File: config.mk
export PLATFORM = sky130hd
export DESIGN_NAME = div_seq_32
export DESIGN_NICKNAME = d
export VERILOG_FILES = /design/src/rtl/div_seq_32.sv
export SDC_FILE = /design/constraint.sdc
export NUM_CORES = 1
export LEC_CHECK = 0
export BUFFER_PORTS_ARGS = -buffer_cell sky130_fd_sc_hd__buf_2
export CORE_ASPECT_RATIO = 1.75
export CORE_MARGIN = 2
export CORE_UTILIZATION = 50
export DETAILED_ROUTE_END_ITERATION = 16
export GPL_TIMING_DRIVEN = 0
export HOLD_SLACK_MARGIN = 0.15
export PLACE_DENSITY = 0.74
export SLEW_MARGIN = 15
export SYNTH_ARGS = -nofsm -noshare
export SYNTH_HDL_FRONTEND = slang
export SYNTH_SLANG_ARGS = --single-unit
File: constraint.sdc
create_clock -name CLK -period 23.7 [get_ports CLK]
set_input_delay 3.555 -clock CLK [delete_from_list [all_inputs] [get_ports CLK]]
set_output_delay 3.555 -clock CLK [all_outputs]
set_load 0.01 [all_outputs]
File: src/rtl/div_seq_32.sv
// Sequential 32-bit restoring divider (signed/unsigned): 34-cycle latency, 1 cycle on divide-by-zero.
// No backpressure: START is only accepted in IDLE and ignored while BUSY; results hold until the next DONE.

module RC_ADD_SUB_32 (
  input  logic [31:0] A,
  input  logic [31:0] B,
  input  logic        SnA,
  output logic [31:0] Y,
  output logic        CO
);
  always_comb begin : ripple
    logic        carry;
    logic [31:0] bx;
    Y     = '0;
    bx    = B ^ {32{SnA}};
    carry = SnA;
    for (int i = 0; i < 32; i++) begin
      Y[i]  = A[i] ^ bx[i] ^ carry;
      carry = (A[i] & bx[i]) | (carry & (A[i] ^ bx[i]));
    end
    CO = carry;
  end
endmodule

module div_seq_32 (
  input  logic        CLK,
  input  logic        RST,
  input  logic        START,
  input  logic        SIGNED,
  input  logic [31:0] A,
  input  logic [31:0] B,
  output logic [31:0] Q,
  output logic [31:0] R,
  output logic        BUSY,
  output logic        DONE,
  output logic        DIV_ZERO
);
  typedef enum logic [1:0] {IDLE, PREP, ITER, FIX} state_t;

  state_t      state_q, state_d;
  logic [31:0] a_q, a_d;
  logic [31:0] b_q, b_d;
  logic        sgn_q, sgn_d;
  logic [31:0] p_q, p_d;
  logic [31:0] shreg_q, shreg_d;
  logic [4:0]  cnt_q, cnt_d;
  logic        qneg_q, qneg_d;
  logic        rneg_q, rneg_d;
  logic [31:0] q_q, q_d;
  logic [31:0] r_q, r_d;
  logic        busy_q, busy_d;
  logic        done_q, done_d;
  logic        dz_q, dz_d;

  logic [31:0] shifted;
  logic [31:0] add_y;
  logic        add_co;
  logic        accept;
  logic [31:0] a_mag;
  logic [31:0] b_mag;

  assign shifted = {p_q[30:0], shreg_q[31]};
  // P[31] set means the 33-bit shifted value already exceeds any 32-bit divisor.
  assign accept  = add_co | p_q[31];
  assign a_mag   = (sgn_q && a_q[31]) ? (~a_q + 32'd1) : a_q;
  assign b_mag   = (sgn_q && b_q[31]) ? (~b_q + 32'd1) : b_q;

  RC_ADD_SUB_32 u_addsub (
    .A   (shifted),
    .B   (b_q),
    .SnA (1'b1),
    .Y   (add_y),
    .CO  (add_co)
  );

  always_comb begin
    state_d = state_q;
    a_d     = a_q;
    b_d     = b_q;
    sgn_d   = sgn_q;
    p_d     = p_q;
    shreg_d = shreg_q;
    cnt_d   = cnt_q;
    qneg_d  = qneg_q;
    rneg_d  = rneg_q;
    q_d     = q_q;
    r_d     = r_q;
    busy_d  = busy_q;
    done_d  = 1'b0;
    dz_d    = dz_q;
    case (state_q)
      IDLE: begin
        if (START) begin
          a_d     = A;
          b_d     = B;
          sgn_d   = SIGNED;
          busy_d  = 1'b1;
          state_d = PREP;
        end
      end
      PREP: begin
        if (b_q == 32'd0) begin
          q_d     = 32'hFFFF_FFFF;
          r_d     = a_q;
          dz_d    = 1'b1;
          done_d  = 1'b1;
          busy_d  = 1'b0;
          state_d = IDLE;
        end else begin
          b_d     = b_mag;
          shreg_d = a_mag;
          p_d     = 32'd0;
          cnt_d   = 5'd0;
          qneg_d  = sgn_q & (a_q[31] ^ b_q[31]);
          rneg_d  = sgn_q & a_q[31];
          state_d = ITER;
        end
      end
      ITER: begin
        p_d     = accept ? add_y : shifted;
        shreg_d = {shreg_q[30:0], accept};
        cnt_d   = cnt_q + 5'd1;
        if (cnt_q == 5'd31) state_d = FIX;
      end
      FIX: begin
        q_d     = qneg_q ? (~shreg_q + 32'd1) : shreg_q;
        r_d     = rneg_q ? (~p_q + 32'd1) : p_q;
        dz_d    = 1'b0;
        done_d  = 1'b1;
        busy_d  = 1'b0;
        state_d = IDLE;
      end
      default: state_d = IDLE;
    endcase
  end

  always_ff @(posedge CLK) begin
    if (RST) begin
      state_q <= IDLE;
      a_q     <= '0;
      b_q     <= '0;
      sgn_q   <= 1'b0;
      p_q     <= '0;
      shreg_q <= '0;
      cnt_q   <= '0;
      qneg_q  <= 1'b0;
      rneg_q  <= 1'b0;
      q_q     <= '0;
      r_q     <= '0;
      busy_q  <= 1'b0;
      done_q  <= 1'b0;
      dz_q    <= 1'b0;
    end else begin
      state_q <= state_d;
      a_q     <= a_d;
      b_q     <= b_d;
      sgn_q   <= sgn_d;
      p_q     <= p_d;
      shreg_q <= shreg_d;
      cnt_q   <= cnt_d;
      qneg_q  <= qneg_d;
      rneg_q  <= rneg_d;
      q_q     <= q_d;
      r_q     <= r_d;
      busy_q  <= busy_d;
      done_q  <= done_d;
      dz_q    <= dz_d;
    end
  end

  assign Q        = q_q;
  assign R        = r_q;
  assign BUSY     = busy_q;
  assign DONE     = done_q;
  assign DIV_ZERO = dz_q;
endmodule
# After elaboration in Yosys (flattened, before gate mapping)
# Index checks and enable logic that the tools add are counted.
# classes
addsub	5
mul	0
div_mod_pow	0
n_lt_le_gt_ge	0
eq_ne	9
n_shift	0
muxes	29
bitwise	168
reduce_logical	15
# ops
op	n
32-bit two-way mux	11
32-bit one-hot mux with 2 select lines	5
32-bit by 1-bit adder with 32-bit output (second input constant)	4
32-bit inverter	4
1-bit bitwise AND	65
1-bit XOR	64
1-bit bitwise OR	33
32-bit logical NOT	1
2-bit != test (second input constant)	5
5-bit one-hot mux with 2 select lines	1
2-bit AND reduction	5
2-bit one-hot mux with 4 select lines	1
2-bit two-way mux	3
2-bit nonzero test	3
5-bit by 1-bit adder with 5-bit output (second input constant)	1
5-bit equality test (second input constant)	1
5-bit two-way mux	1
2-bit equality test (second input constant)	2
1-bit two-way mux	4
1-bit one-hot mux with 2 select lines	2
4-bit AND reduction	1
1-bit one-hot mux with 3 select lines	1
3-bit AND reduction	1
3-bit nonzero test	1
4 further kinds	6
# word_totals
ff_bits	205
latchBits	0
ram_bits	0
mem_bits_ro	0
inputBits	68
output_inout_bits	67
word_cells	240
memories	0

# Longest topological paths before layout
# logic_depth
ltp_word	68
mapped_depth	44
ltp_nobuf	43

# Hierarchy
# A second synthesis with hierarchy kept.
# unflattened
hier_cells	1592
area_unflattened_um2	12478.2
# by_module_without_submodules
module	instances	cells_each	area_per_inst_um2	seq_area_each_um2
div_seq_32	1	1463	11262.1	4103.9
RC_ADD_SUB_32	1	129	1216.2	0.0

# Worst setup path after synthesis
# No wires, ideal clock.
# synth_path
path_kind	register -> register
startpoint	register shreg_q[31]
endpoint	register p_q[10]
t_arrival_ps	13074
required_time_ps	23568
setup_slack_ps	10494
stages_incl_launch_ff	44
n_path_buf	1
period_less_slack_ps	13206
cell_sequence	dfxtp_1 > inv_1 > ha_1 > inv_1 > fa_1 > inv_1 > fa_1 > inv_1 > fa_1 > fa_1 > fa_1 > fa_1 > fa_1 > fa_1 > fa_1 > fa_1 > fa_1 > fa_1 > (+8 left out) > fa_1 > fa_1 > fa_1 > fa_1 > fa_1 > fa_1 > fa_1 > fa_1 > inv_1 > fa_1 > fa_1 > inv_1 > fa_1 > nor2_1 > clkbuf_1 > mux2_2 > nand3_1 > a21oi_1
# synth_via
elab_chain_cells	67
word_cells_on_any_way	69
classes_between	mux: 2; bitwise: 67
# synth_lines
item	line	source
start: declaration	45	logic [31:0] shreg_q, shreg_d;
start signal: assignment	159	shreg_q <= shreg_d;
1-bit bitwise AND or 1-bit XOR (tied branches)	19	carry = (A[i] & bx[i]) | (carry & (A[i] ^ bx[i]));
1-bit bitwise OR (*)	19	
1-bit bitwise AND (*)	19	
1-bit bitwise OR (*)	19	
1-bit bitwise AND (*)	19	
1-bit bitwise OR (*)	19	
1-bit bitwise AND (*)	19	
1-bit bitwise OR (*)	19	
(+51 left out)	-	
1-bit bitwise OR	19	
1-bit bitwise AND	19	
1-bit bitwise OR	19	
1-bit bitwise AND	19	
1-bit bitwise OR	19	
1-bit bitwise OR	64	assign accept = add_co | p_q[31];
32-bit two-way mux (*)	120	p_d = accept ? add_y : shifted;
32-bit one-hot mux with 2 select lines (*)	91	case (state_q)
end signal: assignment	158	p_q <= p_d;
end: declaration	44	logic [31:0] p_q, p_d;
# Every way passes the cells marked *; elsewhere a longest branch is shown, timed or not.
# A chain may end at the register's enable or synchronous reset.

# Worst setup path in the final report
# layout_path
startpoint	register b_q[0]
endpoint	register p_q[31]
# layout_via
elab_chain_cells	68
word_cells_on_any_way	73
classes_between	eq/ne: 1; mux: 2; bitwise: 68; reduce/logical: 2
# layout_lines
item	line	source
start: declaration	42	logic [31:0] b_q, b_d;
start signal: assignment	141	b_q <= '0;
start signal: assignment	156	b_q <= b_d;
32-bit inverter (no line)	-	
1-bit bitwise AND or 1-bit XOR (tied branches)	19	
1-bit bitwise OR	19	
1-bit bitwise AND	19	
1-bit bitwise OR	19	
1-bit bitwise AND	19	
1-bit bitwise OR	19	
1-bit bitwise AND	19	
(+52 left out)	-	
1-bit bitwise OR	19	
1-bit bitwise AND	19	
1-bit bitwise OR	19	
1-bit bitwise AND	19	
1-bit bitwise OR	19	
1-bit bitwise OR	64	
32-bit two-way mux	120	
32-bit one-hot mux with 2 select lines	91	
# Several ways; a longest one is shown, not always the timed one.

==> results.py <==
metrics = {
    "global_route": {
        "track_usage": 0.3544,
        "grt_max_degree": 17,
        "grt_pass1_wl_um": 69190,
        "antenna_found_initial": 1,
        "grt_pass1_vias": 12320,
        "overflow": 0,
    },
    "cells_and_area": {
        "multi_input_area_sq_mm": 0.007381,
        "seq_area_sq_mm": 0.004104,
        "final_cell_area_sq_mm": 0.01396,
        "drive_above_1_share": 0.1477,
        "stdcell_count": 2021,
        "diodes": 0,
        "nets": 1808,
        "areaGrowthSynthToFinish_pct": 14.50,
        "final_util": 0.5833,
        "fillers": 2286,
    },
    "clocking": {
        "cts_max_level": 1,
        "root_buffer": "clkbuf_16",
        "max-clock-path-buffers": 3,
        "cts_tree": "done",
        "clkSinkCount": 205,
        "cts_setup_buffers": 0,
        "numCtsBuffers": 21,
        "cts_resized": 0,
        "clk_pin_slew_ns": 0.07,
        "cts_hold_repair.buffers": 0,
        "clkLatencyLatePin_ns": 0.54,
    },
    "synth": {
        "ys_warn_count": 0,
        "ys_types": 75,
        "syn_nets": 1652,
        "synth-edff-count": 0,
        "synth_common_cells": "nand2_1, dfxtp_1, a21oi_1",
        "syn_avg_cell_area_sq_um": 7.905,
        "synth_top_cell_by_area": "dfxtp_1",
        "synthArstFlopShare": 0,
        "synth.top_cell.area_share": 0.3367,
        "synthTopCellsByArea": "dfxtp_1, a21oi_1, nand2_1",
        "yosysMostFrequentCell": "nand2_1",
        "ys_seq_elements": 205,
        "syn_inst": 1542,
        "synth_ff_type": "dfxtp_1",
        "synthesis.area_sq_mm": 0.01219,
        "yosysSeqAreaShare": 0.3367,
    },
    "setup_path": {
        "path_max_fanout": 10,
        "crit_type": "reg -> reg",
        "crit_start": "b_q[0]$_SDFFE_PP0P_",
        "reg2reg_from": "b_q[0]$_SDFFE_PP0P_",
        "startpoint_type": "register",
        "rrSetupSlack_ns": 9.13,
        "cp.required_ns": 24.09,
        "crit_arrival_ns": 14.97,
        "r2r_cells": 42,
        "slowest_stage": "nor2_1",
        "end_kind": "register",
        "crit_path_frequent_cell": "fa_1",
        "endpoint": "p_q[31]$_SDFFE_PP0P_",
        "reg2reg_to": "p_q[31]$_SDFFE_PP0P_",
        "cp_slowest_stage_delay_ns": 0.74,
    },
    "timing": {
        "hold_violations": 0,
        "slew_violations": 0,
        "worst_pin_slew_ns": 1.062,
        "post-route-period-util": 0.6150,
        "fin_crit_ns": 14.57,
        "final.setup_skew_ns": 0.02229,
        "setup_tns_ns": 0,
        "setup_viol_count_final": 0,
        "fmax_ghz": 0.06861,
        "fin_ws_ns": 9.125,
        "rsz0062_at_grt": "false",
        "hold_slack_ns": 0.4583,
        "slew_headroom": 0.2852,
    },
    "routing": {
        "drc": 0,
        "firstDrtPassIters": 7,
        "wire_per_inst_um": 22.65,
        "wl_um": 45780,
        "drtAntennaViolNets": 0,
        "drt_iter0_markers": 940,
        "vias": 12650,
        "via_per_inst": 6.259,
    },
    "placement": {
        "postPlaceCellArea_sq_mm": 0.01324,
        "dp.cells": 1983,
        "dpl_worst_slack_ns": 9.291,
        "routabilityCongestion": 1.048,
        "portBuffers": 133,
        "hpwl_um": 35100,
    },
    "floorplan": {
        "row_count": 75,
        "dieWidth_um": 122.0,
        "die_area_sq_mm": 0.02569,
        "num_io_pins": 135,
        "start_util": 0.5094,
        "coreArea_sq_mm": 0.02393,
        "die_h_um": 210.5,
    },
    "power_and_ir_drop": {
        "p_total_mw": 1.092,
        "vdd_drop_max_mv": 0.06937,
        "p_per_area_mw_per_mm2": 78.24,
        "leakage_nw": 5.389,
    },
    "worst_hold_path": {
        "hold_start": "R[24]$_SDFFE_PP0P_",
        "hold_class": "reg -> reg",
    },
    "flow_run": {
        "cap_violations": 0,
    },
    "outcome": {
        "run_status": "completed",
    },
}
## metal layers
| metal | part of all wire | up-vias | global-route usage |
|---|---|---|---|
| li1 | - | 5794 | - |
| met1 | 0.33 | 5973 | 0.3446 |
| met2 | 0.51 | 613 | 0.6303 |
| met3 | 0.060 | 267 | 0.05357 |
| met4 | 0.11 | 2 | 0.3199 |
| met5 | 0.00022 | - | 0 |
## state kept, by name, summed over array words and instances (netlist names), named ones only
signal / flops
Q: 32
R: 32
a_q: 32
b_q: 32
p_q: 32
shreg_q: 32
cnt_q: 5
BUSY: 1
DIV_ZERO: 1
DONE: 1
qneg_q: 1
rneg_q: 1
sgn_q: 1
state_q: 1
## worst min-delay path by stage
stage / end / slack (ns) / cells after the start
2_1_floorplan: shreg_q[10]$_SDFFE_PP0P_ / 0.46 / 2
3_3_place_gp: R[24]$_SDFFE_PP0P_ / 0.44 / 2
3_5_place_dp: R[5]$_SDFFE_PP0P_ / 0.45 / 2
4_1_cts: R[5]$_SDFFE_PP0P_ / 0.46 / 2
5_1_grt: R[10]$_SDFFE_PP0P_ / 0.48 / 2
6_report: R[24]$_SDFFE_PP0P_ / 0.46 / 2
## cell type report
type / instances / share of cell area
clock buffer: 26 / 0.04258
buffer: 118 / 0.03568
timing repair buffer: 133 / 0.04769
multi-input combinational: 1164 / 0.5288
sequential: 205 / 0.2940
inverter: 55 / 0.01479
tap: 308 / 0.02761
clock inverter: 12 / 0.008785
## worst max-delay path: cells and delay by family, from the launching register on
family	cells	cell delay, ns
mux	1	0.41
fa+ha+maj	32	11.74
buf+inv	6	0.90
compound gates	1	0.17
simple gates	2	0.79
flops	1	0.43
## cell usage in the layout, fill, tap and decap left out, types with 8 or more instances in the layout
cell       netlist  routed
nand2_1        218     218
dfxtp_1        205     205
a21oi_1        171     171
buf_2           14     147
nor2_1         127     127
clkbuf_1        86      86
nand3_1         59      59
o21ai_0         56      56
inv_1           54      54
xnor2_1         42      42
xor2_1          41      41
nor3_1          38      38
o211ai_1        35      35
o31ai_1         32      32
fa_1            31      31
mux2_2          29      29
a211oi_1        28      28
nand2b_1        25      25
clkbuf_16        0      21
nor4_1          18      18
o41ai_1         16      16
o22ai_1         15      15
a31oi_1         12      12
or3_1           12      12
nand4_1         11      11
ha_1            11      11
a211o_1         10      10
or4_1           10      10
buf_1           10      10
mux2i_1         10      10
nor2b_1          9       9
and3_1           8       8
## power by group
group          switching, mW  total, mW  internal, mW
logic                  0.225      0.333         0.108
clock network          0.152      0.353         0.201
registers             0.0365      0.406         0.370
## cells by family (layout without fill, tap and decap cells)
kind of cell    count (synthesis)  after routing  synth area share
buf+inv                       173            344           0.05779
fa+ha+maj                      42             42           0.06221
flops                         205            205            0.3367
xor+xnor                       83             83           0.05964
simple gates                  572            572            0.2225
mux                            39             39           0.03500
compound gates                428            428            0.2261
Power figures use the tool's default switching activity.
